File: config.mk
export PLATFORM = sky130hd
export DESIGN_NAME = gpr_write_arbiter
export DESIGN_NICKNAME = d
export VERILOG_FILES = /design/src/rtl/gpr_write_arbiter.sv
export SDC_FILE = /design/constraint.sdc
export NUM_CORES = 1
export LEC_CHECK = 0
export ABC_AREA = 1
export CAP_MARGIN = 30
export CELL_PAD_IN_SITES_DETAIL_PLACEMENT = 1
export CELL_PAD_IN_SITES_GLOBAL_PLACEMENT = 2
export CORE_UTILIZATION = 23
export DETAILED_ROUTE_END_ITERATION = 6
export PLACE_DENSITY_LB_ADDON = 0.12
export SETUP_SLACK_MARGIN = 0.1
export SYNTH_ARGS = -nofsm -noshare
export SYNTH_HDL_FRONTEND = slang
export SYNTH_SLANG_ARGS = --single-unit
File: constraint.sdc
create_clock -name clk -period 2.9 [get_ports clk]
set_input_delay 0.58 -clock clk [delete_from_list [all_inputs] [get_ports clk]]
set_output_delay 0.58 -clock clk [all_outputs]
set_load 0.005 [all_outputs]
File: src/rtl/gpr_write_arbiter.sv
// gpr_write_arbiter
//   Round-robin arbiter that shares the single write port of the 8x16 gpr
//   among the writeback sources (0 = ALU, 1 = MEM, 2 = IO). One grant per
//   cycle at most. Every output comes from a register.
//
// Ports
//   clk          rising-edge clock
//   reset        asynchronous reset, active low
//   hold         high blocks any new grant
//   req          per-requester write request, held until granted
//   req_sel      requester i target register at [i*AW +: AW]
//   req_data     requester i write data at [i*DW +: DW]
//   gnt          one-hot (or zero) 1-cycle pulse accepting requester i
//   d_in         gpr write data
//   write_select gpr write index
//   load         gpr write enable
//   err          1-cycle pulse: granted request had req_sel >= NREG, dropped
//   wr_count     number of writes issued to the gpr (wraps)
module gpr_write_arbiter #(
    parameter int NREQ = 3,
    parameter int DW   = 16,
    parameter int AW   = 4,
    parameter int NREG = 8
) (
    input  logic                 clk,
    input  logic                 reset,
    input  logic                 hold,
    input  logic [NREQ-1:0]      req,
    input  logic [NREQ*AW-1:0]   req_sel,
    input  logic [NREQ*DW-1:0]   req_data,
    output logic [NREQ-1:0]      gnt,
    output logic [DW-1:0]        d_in,
    output logic [AW-1:0]        write_select,
    output logic                 load,
    output logic                 err,
    output logic [15:0]          wr_count
);

    localparam int PW = (NREQ > 1) ? $clog2(NREQ) : 1;

    typedef enum logic {IDLE = 1'b0, WRITE = 1'b1} state_t;

    state_t          state_q, state_d;
    logic [NREQ-1:0] gnt_q, gnt_d;
    logic [PW-1:0]   ptr_q, ptr_d;
    logic            err_q, err_d;
    logic [DW-1:0]   d_in_q, d_in_d;
    logic [AW-1:0]   ws_q, ws_d;
    logic [15:0]     cnt_q, cnt_d;

    // Unpack the flat request buses so the winner can be indexed directly.
    logic [AW-1:0] sel_arr  [NREQ];
    logic [DW-1:0] data_arr [NREQ];

    for (genvar i = 0; i < NREQ; i++) begin : g_unpack
        assign sel_arr[i]  = req_sel[i*AW +: AW];
        assign data_arr[i] = req_data[i*DW +: DW];
    end

    logic [NREQ-1:0] elig;
    logic            found;
    logic [PW-1:0]   win;
    logic [PW:0]     cand;
    logic            sel_ok;
    logic            wr_valid;

    // Winner search: first eligible requester starting at ptr, wrapping.
    // gnt_q doubles as last_gnt, so a requester just granted sits out one
    // cycle while it drops its request.
    always_comb begin
        elig  = req & ~gnt_q;
        found = 1'b0;
        win   = '0;
        cand  = '0;
        if (!hold) begin
            for (int off = 0; off < NREQ; off++) begin
                cand = {1'b0, ptr_q} + (PW+1)'(off);
                if (cand >= (PW+1)'(NREQ)) cand = cand - (PW+1)'(NREQ);
                if (!found && elig[cand[PW-1:0]]) begin
                    found = 1'b1;
                    win   = cand[PW-1:0];
                end
            end
        end
    end

    always_comb begin
        sel_ok   = ({1'b0, sel_arr[win]} < (AW+1)'(NREG));
        wr_valid = found && sel_ok;

        gnt_d  = '0;
        ptr_d  = ptr_q;
        err_d  = 1'b0;
        d_in_d = d_in_q;
        ws_d   = ws_q;
        cnt_d  = cnt_q;

        if (found) begin
            gnt_d[win] = 1'b1;
            ptr_d      = (win == PW'(NREQ-1)) ? '0 : win + PW'(1);
            // Out-of-range selects still retire the requester, but never
            // touch the file.
            err_d      = !sel_ok;
        end
        if (wr_valid) begin
            d_in_d = data_arr[win];
            ws_d   = sel_arr[win];
            cnt_d  = cnt_q + 16'd1;
        end
    end

    // FSM: load is the WRITE state. A back-to-back grant always goes to a
    // different requester because last_gnt masks the previous winner.
    always_comb begin
        state_d = IDLE;
        case (state_q)
            IDLE:    if (wr_valid) state_d = WRITE;
            WRITE:   if (wr_valid && (gnt_d != gnt_q)) state_d = WRITE;
            default: state_d = IDLE;
        endcase
    end

    always_ff @(posedge clk or negedge reset) begin
        if (!reset) begin
            state_q <= IDLE;
            gnt_q   <= '0;
            ptr_q   <= '0;
            err_q   <= 1'b0;
            d_in_q  <= '0;
            ws_q    <= '0;
            cnt_q   <= '0;
        end else begin
            state_q <= state_d;
            gnt_q   <= gnt_d;
            ptr_q   <= ptr_d;
            err_q   <= err_d;
            d_in_q  <= d_in_d;
            ws_q    <= ws_d;
            cnt_q   <= cnt_d;
        end
    end

    assign gnt          = gnt_q;
    assign load         = (state_q == WRITE);
    assign err          = err_q;
    assign d_in         = d_in_q;
    assign write_select = ws_q;
    assign wr_count     = cnt_q;

endmodule

==> results by stage, run 1 <==
Synth:
- In this run, distinct cell masters in the synthesized netlist total 28.
- The number of nets in the synthesized netlist is about 430.
- The gate count of the mapped netlist is 363.
- The Yosys step of the flow raised 0 warnings.
- The synthesized cell area is approximately 2700 µm².
- The post-synthesis sequential element count is 43.
- The sequential-to-total area share from yosys stat is approximately two fifths.
- The average cell area after synthesis is 7.49 µm².
- Sorting the synthesized cells by area gives the leading types as dfrtp_1 40%, nand3_1 16%, nand2_1 15%, nand4_1 5.1%, nand3_2 2.9%.
- The biggest area consumer among synthesized cells is dfrtp_1.
- Summed over its instances, the top area cell type makes up 39.6% of the synthesized netlist area.

Global route:
- The total grt overflow is 0.
- Across every metal layer, demand over resource in global routing totals 16.0%.
- Entering global routing, the biggest net connects 34 pins.
- The global-route wire length before repair is 15.8 mm.
- The number of antenna violations at the first check in global routing is 0.
- The number of global-route vias before repair was 3104.

Clock tree:
- For the worst-skew pair, the clock arrives at the later sink with an insertion delay of 0.29 ns.
- The tree is rooted in a clkbuf_16.
- The CTS H-tree depth is 2.
- Counting along the longest clock path gives a buffer depth of 2.
- The clock transition at the registers of the reported paths is approximately 0.07 ns.
- The buffer count from post-CTS setup fixing is 0.
- The count of hold buffers inserted by post-cts repair is 0.
- The number of gates resized after cts is 0.
- TritonCTS built the clock tree.
- The CTS sink count is 43.
- The number of buffers created by CTS is 5.

Power and ir drop:
- Per report_power, the clock group accounts for around 14% of the total.
- The share of total power dissipated in sequential elements is 23.1%.
- The internal power consumption is 2.15 mW.
- For this design the static power due to leakage is ~1.9 nW.
- The switching portion of total power is 47.6%.
- For this design the ratio of total power to cell area is 1010 nW/µm².
- IR analysis of the VDD net gives a maximum drop of about 0.32 mV.
- The part of the total power dissipated in combinational logic is between 60% and 70%.
- Summed over all nets, the switching power comes to 1.95 mW.
- The final total power is 4.10 mW.

Critical path:
- The worst setup path is of the reg2reg kind.
- For the worst setup path, the data arrival time is 2.63 ns.
- The worst setup path is launched from a flop.
- The setup check on the worst reg-to-reg path leaves a slack of 0.50 ns.
- STA classifies the critical path endpoint as a flop.
- The top fanout value on the critical path is 21.
- The beginning of the critical path is ptr_q[0].
- The data required time of the critical path is 3.12 ns.
- The worst register-to-register path begins at ptr_q[0].

Run status:
- The flow ran to the end, and the final reports show no timing, DRC or antenna violations.

STA:
- The shortest period the worst path allows is 2.40 ns.
- The number of max-slew violations in the final report is 0.
- The number of setup violations in the final report is 0.
- For the final routed database, the setup TNS stands at 0 ns.
- Setup repair after global routing left no endpoint under its margin.
- The smallest setup slack after layout is between 0.4 and 0.5 ns.
- The highest achievable clock rate is 416 MHz.
- The final number of hold-violating endpoints is 0.
- On the final layout, the worst clock skew is slightly below 0.01 ns.
- The max-slew headroom at the worst pin is 69.4%.
- The actual slew at the worst max-slew pin is 0.460 ns.
- The share of the clock period used by the worst path after layout is 82.9%.

Detailed routing:
- The via count is 2865.
- The number of DRC markers in iteration 0 is 96.
- The number of nets with antenna violations after routing is 0.
- The routed wire length is 9.47 mm.
- In the routed design, unresolved DRC markers number 0.
- The number of iterations in the first detailed-routing pass is 4.
- After detailed routing, the average wire length per cell comes to ~15 µm.
- In the routed layout, each cell is associated on average with a via count of 4.69.

Finish:
- Summing all flip-flop and latch instances after layout gives 1080 µm².
- The layout cell share with drive strength beyond 1 is roughly 9%.
- The final cell utilization of the core is 35.5%.
- Fill cells in the final layout number 1381.
- The antenna diode instance count is 0.
- Relative to the synthesized area, the layout overhead comes to 49.7%.
- For this run, the post-layout net count is 536.
- The area of the multi-input gates is 1420 µm².

Floorplan:
- The site row count is 39.
- The die is 111 µm wide.
- For this design the top-level I/O count stands at 107.
- The die covers 12300 µm².
- The height of the die is 111 µm.
- The starting density of the core is a little under a quarter.
- The placeable core region is roughly 11000 µm².

Placement:
- Routability-driven placement finished with a final weighted congestion of 0.770.
- Buffers placed on the I/O ports in this run total 106.
- OpenSTA, run right after detailed placement, puts the worst setup slack at 0.197 ns.
- Detailed placement ended at an HPWL of 6.86 mm.

Worst hold path:
- The worst hold path belongs to the class in2async.

Flow run:
- The max-cap violation count is 0.
power groups by stage:
stage | Sequential [mW] | Combinational [mW] | Clock (mW)
after floorplan | 0.941 | 1.65 | 0
after global placement | 0.954 | 2.60 | 0
after detailed placement | 0.954 | 2.64 | 0
after CTS | 0.953 | 2.64 | 0.594
after global routing | 0.977 | 2.90 | 0.615
final | 0.945 | 2.58 | 0.573
path summary, 6_finish.rpt:
path | to | cells past startpoint
worst max-delay path | d_in[4] | 14
worst min-delay path | gnt[1] | 1
worst max register to register | d_in[4] | 14
worst min register to register | write_select[3] | 2
max in group asynchronous | write_select[1] | 2
min in group clk | write_select[3] | 2
critical path, stage by stage (launching register included):
cell	delay [ns]
dfrtp_1	0.35
inv_1	0.06
ha_1	0.36
inv_2	0.10
nand3_1	0.09
nand2_1	0.09
nand3_2	0.11
nand4_1	0.19
nand3_2	0.16
buf_12	0.19
inv_2	0.26
nand2_1	0.09
nand3_1	0.10
nand3_1	0.08
nand2_1	0.07
stage by stage:
step | hold slack [ns] | cell area [µm²] | instances
after floorplan | 0.284 | 2720 | 363
after global placement | 0.456 | 3930 | 603
after detailed placement | 0.472 | 3930 | 603
after CTS | 0.176 | 4070 | 611
after global routing | 0.189 | 4070 | 611
final | 0.166 | 4070 | 611
cells by family after synthesis:
kind of cell | synth area share [%]
compound gates | 0.644
flops | 39.6
simple gates | 45.7
fa+ha+maj | 1.38
buf+inv | 8.24
xor+xnor | 4.51
Yosys cell counts:
master	instances
inv_2	5
buf_6	3
buf_1	1
nor2_4	1
xnor2_1	8
clkinv_1	1
nand3_4	2
xor2_1	6
ha_1	3
o21ai_1	1
nor2_2	2
nor4_1	3
nand2_1	112
buf_4	6
inv_4	1
nor3_1	3
nand2_4	1
dfrtp_1	43
nand3_1	89
clkbuf_1	1
nor2_1	11
buf_2	9
inv_1	17
o21bai_1	1
nand4_1	22
nand2_2	2
o21ai_0	1
nand3_2	8
layout by cell type (no fill, tap or decap), types with 5 or more instances in the layout:
cell type and n:
nand2_1 112, clkdlybuf4s50_1 105, nand3_1 89, dfrtp_1 43
nand4_1 22, inv_1 17, nor2_1 11, buf_4 9
nand3_2 8, xnor2_1 8, xor2_1 6, inv_2 5
clkbuf_16 5
final cells by class:
cell class,count,share of cell area [%]
inverters,24,2.27
flip-flops and latches,43,26.4
clock buffers,6,3.17
clock inverters,2,0.307
multi-input cells,276,34.8
repair buffers,117,28.6
well taps,143,4.39
registers in the layout (all words and copies together), names as in the netlist:
signal and flops:
d_in 16, write_select 4, gnt 3, err 1, load 1, ptr_q 2
wr_count 16
metal layers:
layer,track usage [%],part of all wire (%)
met3,4.21,5.4
met5,0,0
met1,19.9,46
met2,27.7,48
met4,3.11,0.42
Note: power is estimated with default switching activity, not from simulation.
==> inputs of run 2 (changes only) <==
Settings changed: CORE_UTILIZATION 23 to 21.
Clock period 2.9 ns to 2.1 ns, I/O delays scaled along.
==> run 2 against run 1 <==
Net effect:
- the flow now finishes with violations (negative setup slack)
- critical path depth unchanged
- global-route usage increased by 0.17 points
- clock skew decreased by 0.0052 ns
- non-clock buffer count increased by 33
- core utilization increased by 0.37 points
- cell count increased by 10%
- flip-flop and latch count unchanged
- clock power increased by 47%
- combinational power increased by 81%
- clock-buffer cell count increased by 2
==> results by stage, run 2 (synthesis gave the netlist of run 1 again) <==
Finish:
- The relative area change from synthesis to final layout is 66.5% (was 49.7%).
- The antenna diode instance count is 0 (unchanged).
- The number of nets in the layout is 569 (was 536).
- The total of fill cells in the finished design is 1532 (was 1381).
- The final cell utilization of the core was 35.9% (was 35.5%).
- The most common cell after layout, fill and taps aside was nand2_1 (unchanged).
- Commonest cells after routing, fill and taps aside: 110 x nand2_1, 104 x clkdlybuf4s50_1, 85 x nand3_1 (was 112 x nand2_1, 105 x clkdlybuf4s50_1, 89 x nand3_1).
- The final design instance area without fill is 4530 µm² (was 4070 µm²).
- The post-route non-filler standard cell count is 673 (was 611).
- The layout cell share with drive strength beyond 1 was 17.2% (was 8.76%).

Floorplan:
- The placeable core region is 12600 µm² (was 11500 µm²).
- The height of the die is 116 µm (was 111 µm).
- The overall die area came to 13400 µm² (was 12300 µm²).
- The I/O pin count is 107 (unchanged).
- The site row count came to 41 (was 39).
- The die outline width was 116 µm (was 111 µm).
- The starting density of the core is 21.5% (was 23.7%).

Global route:
- The number of global-route vias before repair was 3258 (was 3104).
- The total grt overflow is 0 (unchanged).
- The global-route usage over all layers is 16.1% (was 16.0%).
- The number of antenna violations at the first check in global routing is 1 (was 0).
- The global-route wire length before repair was 16.7 mm (was 15.8 mm).
- The maximum number of pins on one net before global-route repair is 44 (was 34).

Clock tree:
- The root buffer cell was clkbuf_16 (unchanged).
- The number of buffers on the longest clock path was 2 (unchanged).
- The CTS H-tree depth is 2 (unchanged).
- The clock tree from TritonCTS is built (unchanged).
- The clock transition at the registers of the reported paths is 0.06 ns (was 0.07 ns).
- The number of buffers created by CTS is 5 (unchanged).
- The clock insertion delay at the later pin of the skew report is 0.28 ns (was 0.29 ns).
- The CTS sink count is 43 (unchanged).

Detailed routing:
- The number of remaining DRC errors is 0 (unchanged).
- The per-cell via count in the routed design is 4.42 (was 4.69).
- The number of DRC markers in iteration 0 was 94 (was 96).
- The via count was 2974 (was 2865).
- The routed wirelength normalized by instance count was 14.9 µm (was 15.5 µm).
- The number of nets with antenna violations after routing is 0 (unchanged).
- The routed wire length is 10.0 mm (was 9.47 mm).
- The number of iterations in the first detailed-routing pass was 4 (unchanged).

STA:
- The number of setup violations in the final report was 36 (was 0).
- The max-slew headroom at the worst pin came to 60.6% (was 69.4%).
- The highest achievable clock rate is 465 MHz (was 416 MHz).
- The number of max-slew violations in the final report is 0 (unchanged).
- The post-route setup TNS is -1.21 ns (was 0 ns).
- The smallest setup slack after layout came to -0.0510 ns (was 0.496 ns).
- The final setup skew is 0.00455 ns (was 0.00973 ns).
- The share of the clock period used by the worst path after layout is 102% (was 82.9%).
- Setup repair after global routing missed its margin: yes (was no).
- The shortest period the worst path allows came to 2.15 ns (was 2.40 ns).
- The worst hold slack is 0.219 ns (was 0.166 ns).
- The actual slew at the worst max-slew pin came to 0.591 ns (was 0.460 ns).
- The final number of hold-violating endpoints is 0 (unchanged).

Placement:
- The number of port buffers came to 106 (unchanged).
- The post-placement cell area was 4160 µm² (was 3930 µm²).
- The placed wire-length estimate is 7.40 mm (was 6.86 mm).
- The weighted congestion at the end of routability-driven global placement is 0.770 (about the same).
- The number of instances in the placed design is 653 (was 603).
- The worst slack at placement came to -0.327 ns (was 0.197 ns).

Critical path:
- The cell with the largest stage delay on the worst path is dfrtp_1 (was ha_1).
- The critical path startpoint category is a flop (unchanged).
- The type of the worst setup path is reg2reg (unchanged).
- The cell class contributing the biggest share of worst-path delay is simple AND/OR/NAND/NOR gates (unchanged).
- The peak per-stage delay on the critical path came to 0.42 ns (was 0.36 ns).
- The buffering stage count on the worst path with inverters included came to 4 (unchanged).
- The data required time of the critical path is 2.33 ns (was 3.12 ns).
- The critical path data arrival time is 2.38 ns (was 2.63 ns).
- Crit-path cells: ha_4, inv_4, nand3_2, nand2_2, nand3_4, nand4_1, buf_4, nand4_1, nand2_2, nor2_4, buf_6, buf_16, nand3_1, nand2_1 (was inv_1, ha_1, inv_2, nand3_1, nand2_1, nand3_2, nand4_1, nand3_2, buf_12, inv_2, nand2_1, nand3_1, nand3_1, nand2_1).
- The element type at the critical path end is a flop (unchanged).
- The top fanout value on the critical path is 9 (was 21).

Power and ir drop:
- The final total power is 6.82 mW (was 4.10 mW).
- The worst voltage drop across the vdd grid is 0.469 mV (was 0.321 mV).
- The static leakage is 2.09 nW (was 1.89 nW).
- The areal power density over the cells came to 1510 nW/µm² (was 1010 nW/µm²).

Run status:
- The final reports fail on negative setup slack.
- Run status: finished with violations (was complete, no violations).

Flow run:
- The max-cap violation count was 0 (unchanged).

Worst hold path:
- The classification of the worst-slack hold path is in2async (unchanged).
==> run 2: changes by cell type in the layout (fill, tap and decap cells not counted), moves of 2 or more <==
cell | previous run | this run
buf_6 | 0 | 4
inv_1 | 17 | 15
inv_4 | 1 | 3
buf_12 | 2 | 4
ha_4 | 0 | 2
nand3_1 | 89 | 85
nand3_4 | 2 | 5
clkbuf_8 | 0 | 2
ha_1 | 3 | 1
buf_4 | 9 | 35
nand2_1 | 112 | 110
==> run 2: power by group <==
group | internal, mW | total, mW | switching [mW] | leakage [nW]
logic | 2.23 | 4.68 | 2.45 | 1.46
clock network | 0.507 | 0.841 | 0.333 | 0.0772
registers | 1.11 | 1.30 | 0.193 | 0.561
==> run 2: what timing repair did <==
item	in CTS	in global routing
buffers inserted	10	1
gates cloned	1	0
pin swaps	6	8
hold buffers	0	0
hold endpoints to repair	0	0
setup endpoints to repair	41	41
gates resized for setup	19	6
==> run 2: metal layers <==
| metal | up-vias | GRT usage, % | wire length (µm) |
|---|---|---|---|
| met5 | - | 0 | 13 |
| li1 | 1491 | - | - |
| met2 | 66 | 29.9 | 5160 |
| met4 | 2 | 3.33 | 68 |
| met3 | 7 | 4.50 | 545 |
| met1 | 1408 | 18.4 | 4220 |
==> run 2: layout make-up <==
class                      instances  area (µm²)  share of cell area, %
multi-input combinational        276        1510                   33.3
timing repair buffer             150        1470                   32.6
sequential                        43        1080                   23.8
tap                              172         215                   4.75
clock buffer                       8         156                   3.45
inverter                          24        97.6                   2.16
==> run 2: worst register-to-register path: stages, from the launching register on <==
cell and delay [ns]:
dfrtp_1 0.42, ha_4 0.32, inv_4 0.05, nand3_2 0.07, nand2_2 0.07, nand3_4 0.11
nand4_1 0.15, buf_4 0.17, nand4_1 0.10, nand2_2 0.11, nor2_4 0.16, buf_6 0.13
buf_16 0.12, nand3_1 0.07, nand2_1 0.06
==> run 2: worst paths after layout <==
path | slack [ns] | endpoint | from | cells past startpoint
setup / recovery | -0.05 | d_in[12] | ptr_q[1] | 14
hold / removal | 0.22 | wr_count[4] | reset | 2
setup reg to reg | -0.05 | d_in[12] | ptr_q[1] | 14
hold reg to reg | 0.48 | write_select[2] | write_select[2] | 2
max in group asynchronous | 1.47 | wr_count[0] | reset | 2
min in group clk | 0.48 | write_select[2] | write_select[2] | 2
